## config.mk

```make
export PLATFORM = sky130hd
export DESIGN_NAME = boot_verify
export DESIGN_NICKNAME = d
export VERILOG_FILES = /design/src/rtl/procyon_wb_pkg.sv /design/src/rtl/boot_verify.sv
export SDC_FILE = /design/constraint.sdc
export NUM_CORES = 1
export LEC_CHECK = 0
export BUFFER_PORTS_ARGS = -buffer_cell sky130_fd_sc_hd__buf_2
export CAP_MARGIN = 30
export CORE_AREA = 2 2 156 158
export DETAILED_ROUTE_END_ITERATION = 8
export DIE_AREA = 0 0 158 160
export SYNTH_ARGS = -nofsm -noshare
export SYNTH_HDL_FRONTEND = slang
export SYNTH_SLANG_ARGS = --single-unit
```

## constraint.sdc

```tcl
create_clock -name i_wb_clk -period 3.35 [get_ports i_wb_clk]
set_input_delay 0.67 -clock i_wb_clk [delete_from_list [all_inputs] [get_ports i_wb_clk]]
set_output_delay 0.67 -clock i_wb_clk [all_outputs]
set_load 0.01 [all_outputs]
```

## src/rtl/procyon_wb_pkg.sv

```systemverilog
// Wishbone constants shared by the boot-time bus initiators and the SRAM target.
package procyon_wb_pkg;

  localparam int unsigned WB_CTI_WIDTH = 3;
  localparam int unsigned WB_BTE_WIDTH = 2;

  localparam logic [WB_CTI_WIDTH-1:0] WB_CTI_CLASSIC = 3'b000;
  localparam logic [WB_CTI_WIDTH-1:0] WB_CTI_INCR    = 3'b010;
  localparam logic [WB_CTI_WIDTH-1:0] WB_CTI_EOB     = 3'b111;

  localparam logic [WB_BTE_WIDTH-1:0] WB_BTE_LINEAR  = 2'b00;

endpackage

```

## src/rtl/boot_verify.sv

```systemverilog
// Post-boot SRAM read-back checker: replays the boot ROM line by line as
// incrementing Wishbone bursts and reports pass/fail and the first bad address.
module boot_verify
  import procyon_wb_pkg::*;
#(
  parameter int unsigned OPTN_WB_DATA_WIDTH = 32,
  parameter int unsigned OPTN_WB_ADDR_WIDTH = 32,
  parameter int unsigned OPTN_HEX_SIZE      = 0,
  parameter int unsigned OPTN_IC_LINE_SIZE  = 32,
  parameter logic [OPTN_WB_ADDR_WIDTH-1:0] OPTN_BASE_ADDR = '0,
  localparam int unsigned ROM_AW = (OPTN_HEX_SIZE > 1) ? $clog2(OPTN_HEX_SIZE) : 1
) (
  input  logic                              i_wb_clk,
  input  logic                              i_wb_rst,
  input  logic                              i_start,
  input  logic                              i_wb_ack,
  input  logic [OPTN_WB_DATA_WIDTH-1:0]     i_wb_data,
  output logic                              o_wb_cyc,
  output logic                              o_wb_stb,
  output logic                              o_wb_we,
  output logic [WB_CTI_WIDTH-1:0]           o_wb_cti,
  output logic [WB_BTE_WIDTH-1:0]           o_wb_bte,
  output logic [OPTN_WB_DATA_WIDTH/8-1:0]   o_wb_sel,
  output logic [OPTN_WB_ADDR_WIDTH-1:0]     o_wb_addr,
  output logic [OPTN_WB_DATA_WIDTH-1:0]     o_wb_data,
  input  logic [OPTN_IC_LINE_SIZE*8-1:0]    i_rom_data,
  output logic [ROM_AW-1:0]                 o_rom_addr,
  output logic                              o_done,
  output logic                              o_pass,
  output logic [OPTN_WB_ADDR_WIDTH-1:0]     o_err_addr
);

  localparam int unsigned DW     = OPTN_WB_DATA_WIDTH;
  localparam int unsigned AW     = OPTN_WB_ADDR_WIDTH;
  localparam int unsigned SELW   = DW / 8;
  localparam int unsigned BEATS  = OPTN_IC_LINE_SIZE / SELW;
  localparam int unsigned BEAT_W = (BEATS > 1) ? $clog2(BEATS) : 1;

  localparam logic [BEAT_W-1:0] LAST_BEAT = BEAT_W'(BEATS - 1);
  localparam logic [ROM_AW-1:0] LAST_LINE = ROM_AW'((OPTN_HEX_SIZE > 0) ? OPTN_HEX_SIZE - 1 : 0);
  localparam logic [WB_CTI_WIDTH-1:0] FIRST_CTI = (BEATS == 1) ? WB_CTI_EOB : WB_CTI_INCR;

  typedef enum logic [1:0] {S_IDLE, S_BURST, S_GAP, S_DONE} state_t;

  state_t                  r_state, w_state;
  logic [ROM_AW-1:0]       r_line, w_line;
  logic [BEAT_W-1:0]       r_beat, w_beat, w_beat_inc;
  logic                    r_cyc, w_cyc;
  logic [WB_CTI_WIDTH-1:0] r_cti, w_cti;
  logic [SELW-1:0]         r_sel, w_sel;
  logic [AW-1:0]           r_addr, w_addr;
  logic                    r_done, w_done;
  logic                    r_pass, w_pass;
  logic [AW-1:0]           r_err_addr, w_err_addr;
  logic [DW-1:0]           w_rom_word;

  // Byte address wraps modulo 2^AW by virtue of the AW-bit arithmetic.
  function automatic logic [AW-1:0] f_beat_addr(input logic [ROM_AW-1:0] line,
                                                input logic [BEAT_W-1:0] beat);
    return OPTN_BASE_ADDR + AW'(line) * AW'(OPTN_IC_LINE_SIZE) + AW'(beat) * AW'(SELW);
  endfunction

  assign w_rom_word = i_rom_data[32'(r_beat) * DW +: DW];
  assign w_beat_inc = r_beat + BEAT_W'(1);

  always_comb begin
    w_state    = r_state;
    w_line     = r_line;
    w_beat     = r_beat;
    w_cyc      = r_cyc;
    w_cti      = r_cti;
    w_sel      = r_sel;
    w_addr     = r_addr;
    w_done     = r_done;
    w_pass     = r_pass;
    w_err_addr = r_err_addr;

    case (r_state)
      S_IDLE: begin
        if (i_start) begin
          if (OPTN_HEX_SIZE == 0) begin
            w_state = S_DONE;
            w_done  = 1'b1;
            w_pass  = 1'b1;
          end else begin
            w_state = S_BURST;
            w_line  = '0;
            w_beat  = '0;
            w_cyc   = 1'b1;
            w_cti   = FIRST_CTI;
            w_sel   = '1;
            w_addr  = f_beat_addr('0, '0);
          end
        end
      end
      S_BURST: begin
        if (r_cyc && i_wb_ack) begin
          if (i_wb_data != w_rom_word) begin
            w_state    = S_DONE;
            w_cyc      = 1'b0;
            w_cti      = WB_CTI_CLASSIC;
            w_sel      = '0;
            w_done     = 1'b1;
            w_pass     = 1'b0;
            w_err_addr = r_addr;
          end else if (r_beat != LAST_BEAT) begin
            w_beat = w_beat_inc;
            w_addr = f_beat_addr(r_line, w_beat_inc);
            w_cti  = (w_beat_inc == LAST_BEAT) ? WB_CTI_EOB : WB_CTI_INCR;
          end else begin
            w_cyc = 1'b0;
            w_cti = WB_CTI_CLASSIC;
            w_sel = '0;
            if (r_line == LAST_LINE) begin
              w_state = S_DONE;
              w_done  = 1'b1;
              w_pass  = 1'b1;
            end else begin
              w_state = S_GAP;
              w_line  = r_line + ROM_AW'(1);
              w_beat  = '0;
            end
          end
        end
      end
      S_GAP: begin
        w_state = S_BURST;
        w_cyc   = 1'b1;
        w_cti   = FIRST_CTI;
        w_sel   = '1;
        w_addr  = f_beat_addr(r_line, '0);
      end
      S_DONE: begin
      end
      default: w_state = S_IDLE;
    endcase
  end

  always_ff @(posedge i_wb_clk) begin
    if (i_wb_rst) begin
      r_state    <= S_IDLE;
      r_line     <= '0;
      r_beat     <= '0;
      r_cyc      <= 1'b0;
      r_cti      <= WB_CTI_CLASSIC;
      r_sel      <= '0;
      r_addr     <= '0;
      r_done     <= 1'b0;
      r_pass     <= 1'b0;
      r_err_addr <= '0;
    end else begin
      r_state    <= w_state;
      r_line     <= w_line;
      r_beat     <= w_beat;
      r_cyc      <= w_cyc;
      r_cti      <= w_cti;
      r_sel      <= w_sel;
      r_addr     <= w_addr;
      r_done     <= w_done;
      r_pass     <= w_pass;
      r_err_addr <= w_err_addr;
    end
  end

  assign o_wb_cyc   = r_cyc;
  assign o_wb_stb   = r_cyc;
  assign o_wb_we    = 1'b0;
  assign o_wb_cti   = r_cti;
  assign o_wb_bte   = WB_BTE_LINEAR;
  assign o_wb_sel   = r_sel;
  assign o_wb_addr  = r_addr;
  assign o_wb_data  = '0;
  assign o_rom_addr = r_line;
  assign o_done     = r_done;
  assign o_pass     = r_pass;
  assign o_err_addr = r_err_addr;

endmodule

```

==> PnR_summary.wiki <==
{| class="wikitable"
! Metric !! Value
|-
| Top area cells in the synthesized netlist || sky130_fd_sc_hd__mux2i_1 (22%), sky130_fd_sc_hd__buf_4 (20%), sky130_fd_sc_hd__mux4_2 (18%)
|-
| Horizontal die dimension || ~160 um
|-
| Area growth from synthesis to layout || 44.0%
|-
| Final number of max-transition violations || 0
|-
| Minimum period implied by the final worst setup slack || roughly 3.1 ns
|-
| Top FF cell, synth || sky130_fd_sc_hd__dfxtp_1
|-
| Number of enable-type register cells in the synthesized netlist || 0
|-
| Critical path type || reg -> reg
|-
| Height of the die || 160 um
|-
| Power density of the placed cells || roughly 150 mW/mm2
|-
| Clock slew at reported path FFs || ~0.05 ns
|-
| Fraction of layout cells with a size suffix above 1 || between 50% and 60%
|-
| Final-report setup violation count || 0
|-
| Placer's final routability congestion estimate || ~0.84
|-
| Area of the mapped netlist || roughly 0.0038 mm2
|-
| DRC violations left || 0
|-
| Post-detailed-routing wire length || ~16 mm
|-
| RSZ-0062 raised after global routing || no
|-
| Arrival time of data at the critical path endpoint || 3.25 ns
|-
| Total number of vias || ~4200
|-
| Critical path data required time || about 3.5 ns
|-
| Number of standard cells after synthesis || approximately 420
|-
| Synth cell count leaders || sky130_fd_sc_hd__buf_4 (104), sky130_fd_sc_hd__mux2i_1 (83), sky130_fd_sc_hd__a22oi_1 (34)
|-
| Total overflow reported by the global router || 0
|-
| Maximum buffer depth of the clock tree || 2
|-
| Global-route wire length before repair || 22.5 mm
|-
| Number of H-tree branching levels || 1
|-
| Final HPWL DP || roughly 14 mm
|-
| Synth Area per Inst || 9.14 um2
|-
| Area of the die || between 0.02 and 0.03 mm2
|-
| Mean routed wirelength per cell || 15.8 um
|-
| Port Buffer Count || 308
|-
| Clk root buf || sky130_fd_sc_hd__clkbuf_16
|-
| Final hold viol count || 0
|-
| Number of global-route vias before repair || 3988
|-
| Number of synthesized register bits || 16
|-
| Sequential cell area || 329 um2
|-
| Number of detailed-route iterations in the first pass || 4
|-
| Count of filler cells inserted in the layout || 2682
|-
| Hold Worst Slack || 0.479 ns
|-
| Mean number of vias per cell || between 3 and 4
|-
| Share of flip-flops with an asynchronous set or reset after synthesis || 0%
|-
| Largest net degree at the start of global routing || 34
|-
| Detailed Route Iter0 Violations || around 170
|-
| Highest Clock Rate || approximately 330 MHz
|-
| Final worst-path cycle share || 91.7%
|-
| Final core area utilization || about a quarter
|-
| Most used standard cell by instance count after synthesis || sky130_fd_sc_hd__buf_4
|-
| CP startpoint kind || flop
|-
| P_leak || between 2 and 3 nW
|-
| Setup TNS || 0 ns
|-
| Max_cap viols || 0
|-
| Antenna violations before repair || 1
|-
| Latest clock arrival within the worst-skew pair || between 0.2 and 0.3 ns
|-
| Worst vdd rail ir drop || 0.121 mV
|-
| Outcome || complete, no violations
|-
| All-layer global routing usage || 11.9%
|-
| Final #Nets || approximately 1000
|-
| Clock tree from TritonCTS || done
|-
| Hold Crit Class || reg -> reg
|-
| Total number of yosys warnings || 0
|-
| Slew at the pin closest to its max-slew limit || 0.834 ns
|-
| Initial Utilization || roughly 16%
|-
| Cts bufs inserted || 3
|-
| Critical Path Sink Type || flop
|-
| Multi-input combinational cell area || a little under 0.003 mm2
|-
| Max_slew headroom || around 44%
|-
| Sequential-to-total area share from yosys stat || 8.33%
|-
| CTS sink count || 16
|-
| Number of top-level design ports || 403
|-
| Number of buffers added to fix hold violations after cts || 0
|-
| Quantity of gates resized following cts || 0
|-
| Worst setup skew after layout || ~0.0012 ns
|-
| Cell row count || between 50 and 60
|-
| Distinct cell type count after synthesis || 35
|-
| Library cell occupying the most area in the post-synthesis netlist || sky130_fd_sc_hd__mux2i_1
|-
| Top cell type's share of synthesized area || 21.6%
|-
| Placeable Area || 0.0238 mm2
|-
| Post-detailed-route count of antenna-violating nets || 0
|-
| Critical Path Fanout Max || 31
|}
[registers in the layout, indices dropped and copies added, names as in the netlist]
signal	count
o_err_addr	3
o_done	1
o_pass	1
o_wb_cti	2
o_wb_addr	3
r_state	2
o_wb_sel	1
r_beat	3
[through the flow]
stage / total power, mW / std cells / cell area, um2 / setup slack, ns
floorplan: 0.457 / 514 / 4200 / 0.713
global placement: 0.575 / 1040 / 5420 / 0.121
detailed placement: 0.580 / 1040 / 5420 / 0.118
CTS: 0.843 / 1044 / 5510 / 0.0921
global route: 0.890 / 1046 / 5540 / 0.0599
finish: 0.836 / 1046 / 5540 / 0.279
[area by class of cell]
cell class	count	area share, %
tap	324	7.32
timing repair buffer	327	31.4
inverter	4	0.271
multi-input combinational	370	53.4
sequential	16	5.94
clock buffer	4	1.60
antenna	1	0.0452
[report_power, final]
group | internal, mW | switching [mW] | leakage (nW) | total (mW)
clock | 0.182 | 0.0785 | 0.0442 | 0.260
sequential | 0.195 | 0.00623 | 0.132 | 0.201
combinational | 0.198 | 0.176 | 2.39 | 0.375
[cells in the final DEF (no fill, tap or decap), types with 13 or more instances in the layout]
cell type / count
sky130_fd_sc_hd__buf_2: 308
sky130_fd_sc_hd__conb_1: 94
sky130_fd_sc_hd__mux2i_1: 83
sky130_fd_sc_hd__a22oi_1: 34
sky130_fd_sc_hd__mux4_2: 30
sky130_fd_sc_hd__a21oi_1: 25
sky130_fd_sc_hd__and3_1: 16
sky130_fd_sc_hd__buf_4: 15
sky130_fd_sc_hd__xor2_1: 14
sky130_fd_sc_hd__dfxtp_1: 13
[layer usage]
| layer | vias to the layer above | part of all wire [%] | global-route usage [%] |
|---|---|---|---|
| met5 | - | 0 | 0 |
| met1 | 1900 | 40 | 14.4 |
| li1 | 2005 | - | - |
| met4 | 0 | 0.64 | 2.01 |
| met3 | 13 | 8.2 | 1.60 |
| met2 | 247 | 51 | 22.3 |
[kinds of logic (layout without fill, tap and decap cells)]
family | count (synthesis) | after routing | share of synthesized area (%)
other | 1 | 95 | 0.0975
XOR/XNOR | 16 | 16 | 3.64
adder cells (fa/ha/maj) | 3 | 3 | 0.976
multiplexers | 113 | 113 | 39.2
AO/OA/AOI/OAI | 81 | 81 | 13.8
AND/OR/NAND/NOR | 63 | 63 | 9.98
flip-flops | 16 | 16 | 8.33
buffers and inverters | 128 | 335 | 24.0
[what timing repair did]
action	4_1_cts	5_1_grt
endpoints found under the setup margin	0	8
hold endpoints to repair	0	0
buffers inserted	0	1
[critical path, cell delays in order, from the launching register on]
cell	delay, ns
sky130_fd_sc_hd__dfxtp_4	0.55
sky130_fd_sc_hd__buf_12	0.27
sky130_fd_sc_hd__buf_4	0.25
sky130_fd_sc_hd__mux2i_1	0.09
sky130_fd_sc_hd__a22oi_1	0.31
sky130_fd_sc_hd__and3_1	0.20
sky130_fd_sc_hd__o22a_1	0.22
sky130_fd_sc_hd__and4_1	0.31
sky130_fd_sc_hd__nand4_4	0.17
sky130_fd_sc_hd__or4_4	0.52
sky130_fd_sc_hd__o21ai_1	0.09
[worst paths after layout]
kind         slack [ns]      endpoint  depth (start not counted)         start
max reg2reg        0.28     r_beat[1]                         10     r_beat[1]
min reg2reg        0.48  o_wb_addr[2]                          2  o_wb_addr[2]
min                0.48  o_wb_addr[2]                          2  o_wb_addr[2]
max                0.28     r_beat[1]                         10     r_beat[1]
No activity file was read; power rests on OpenSTA's default activity.
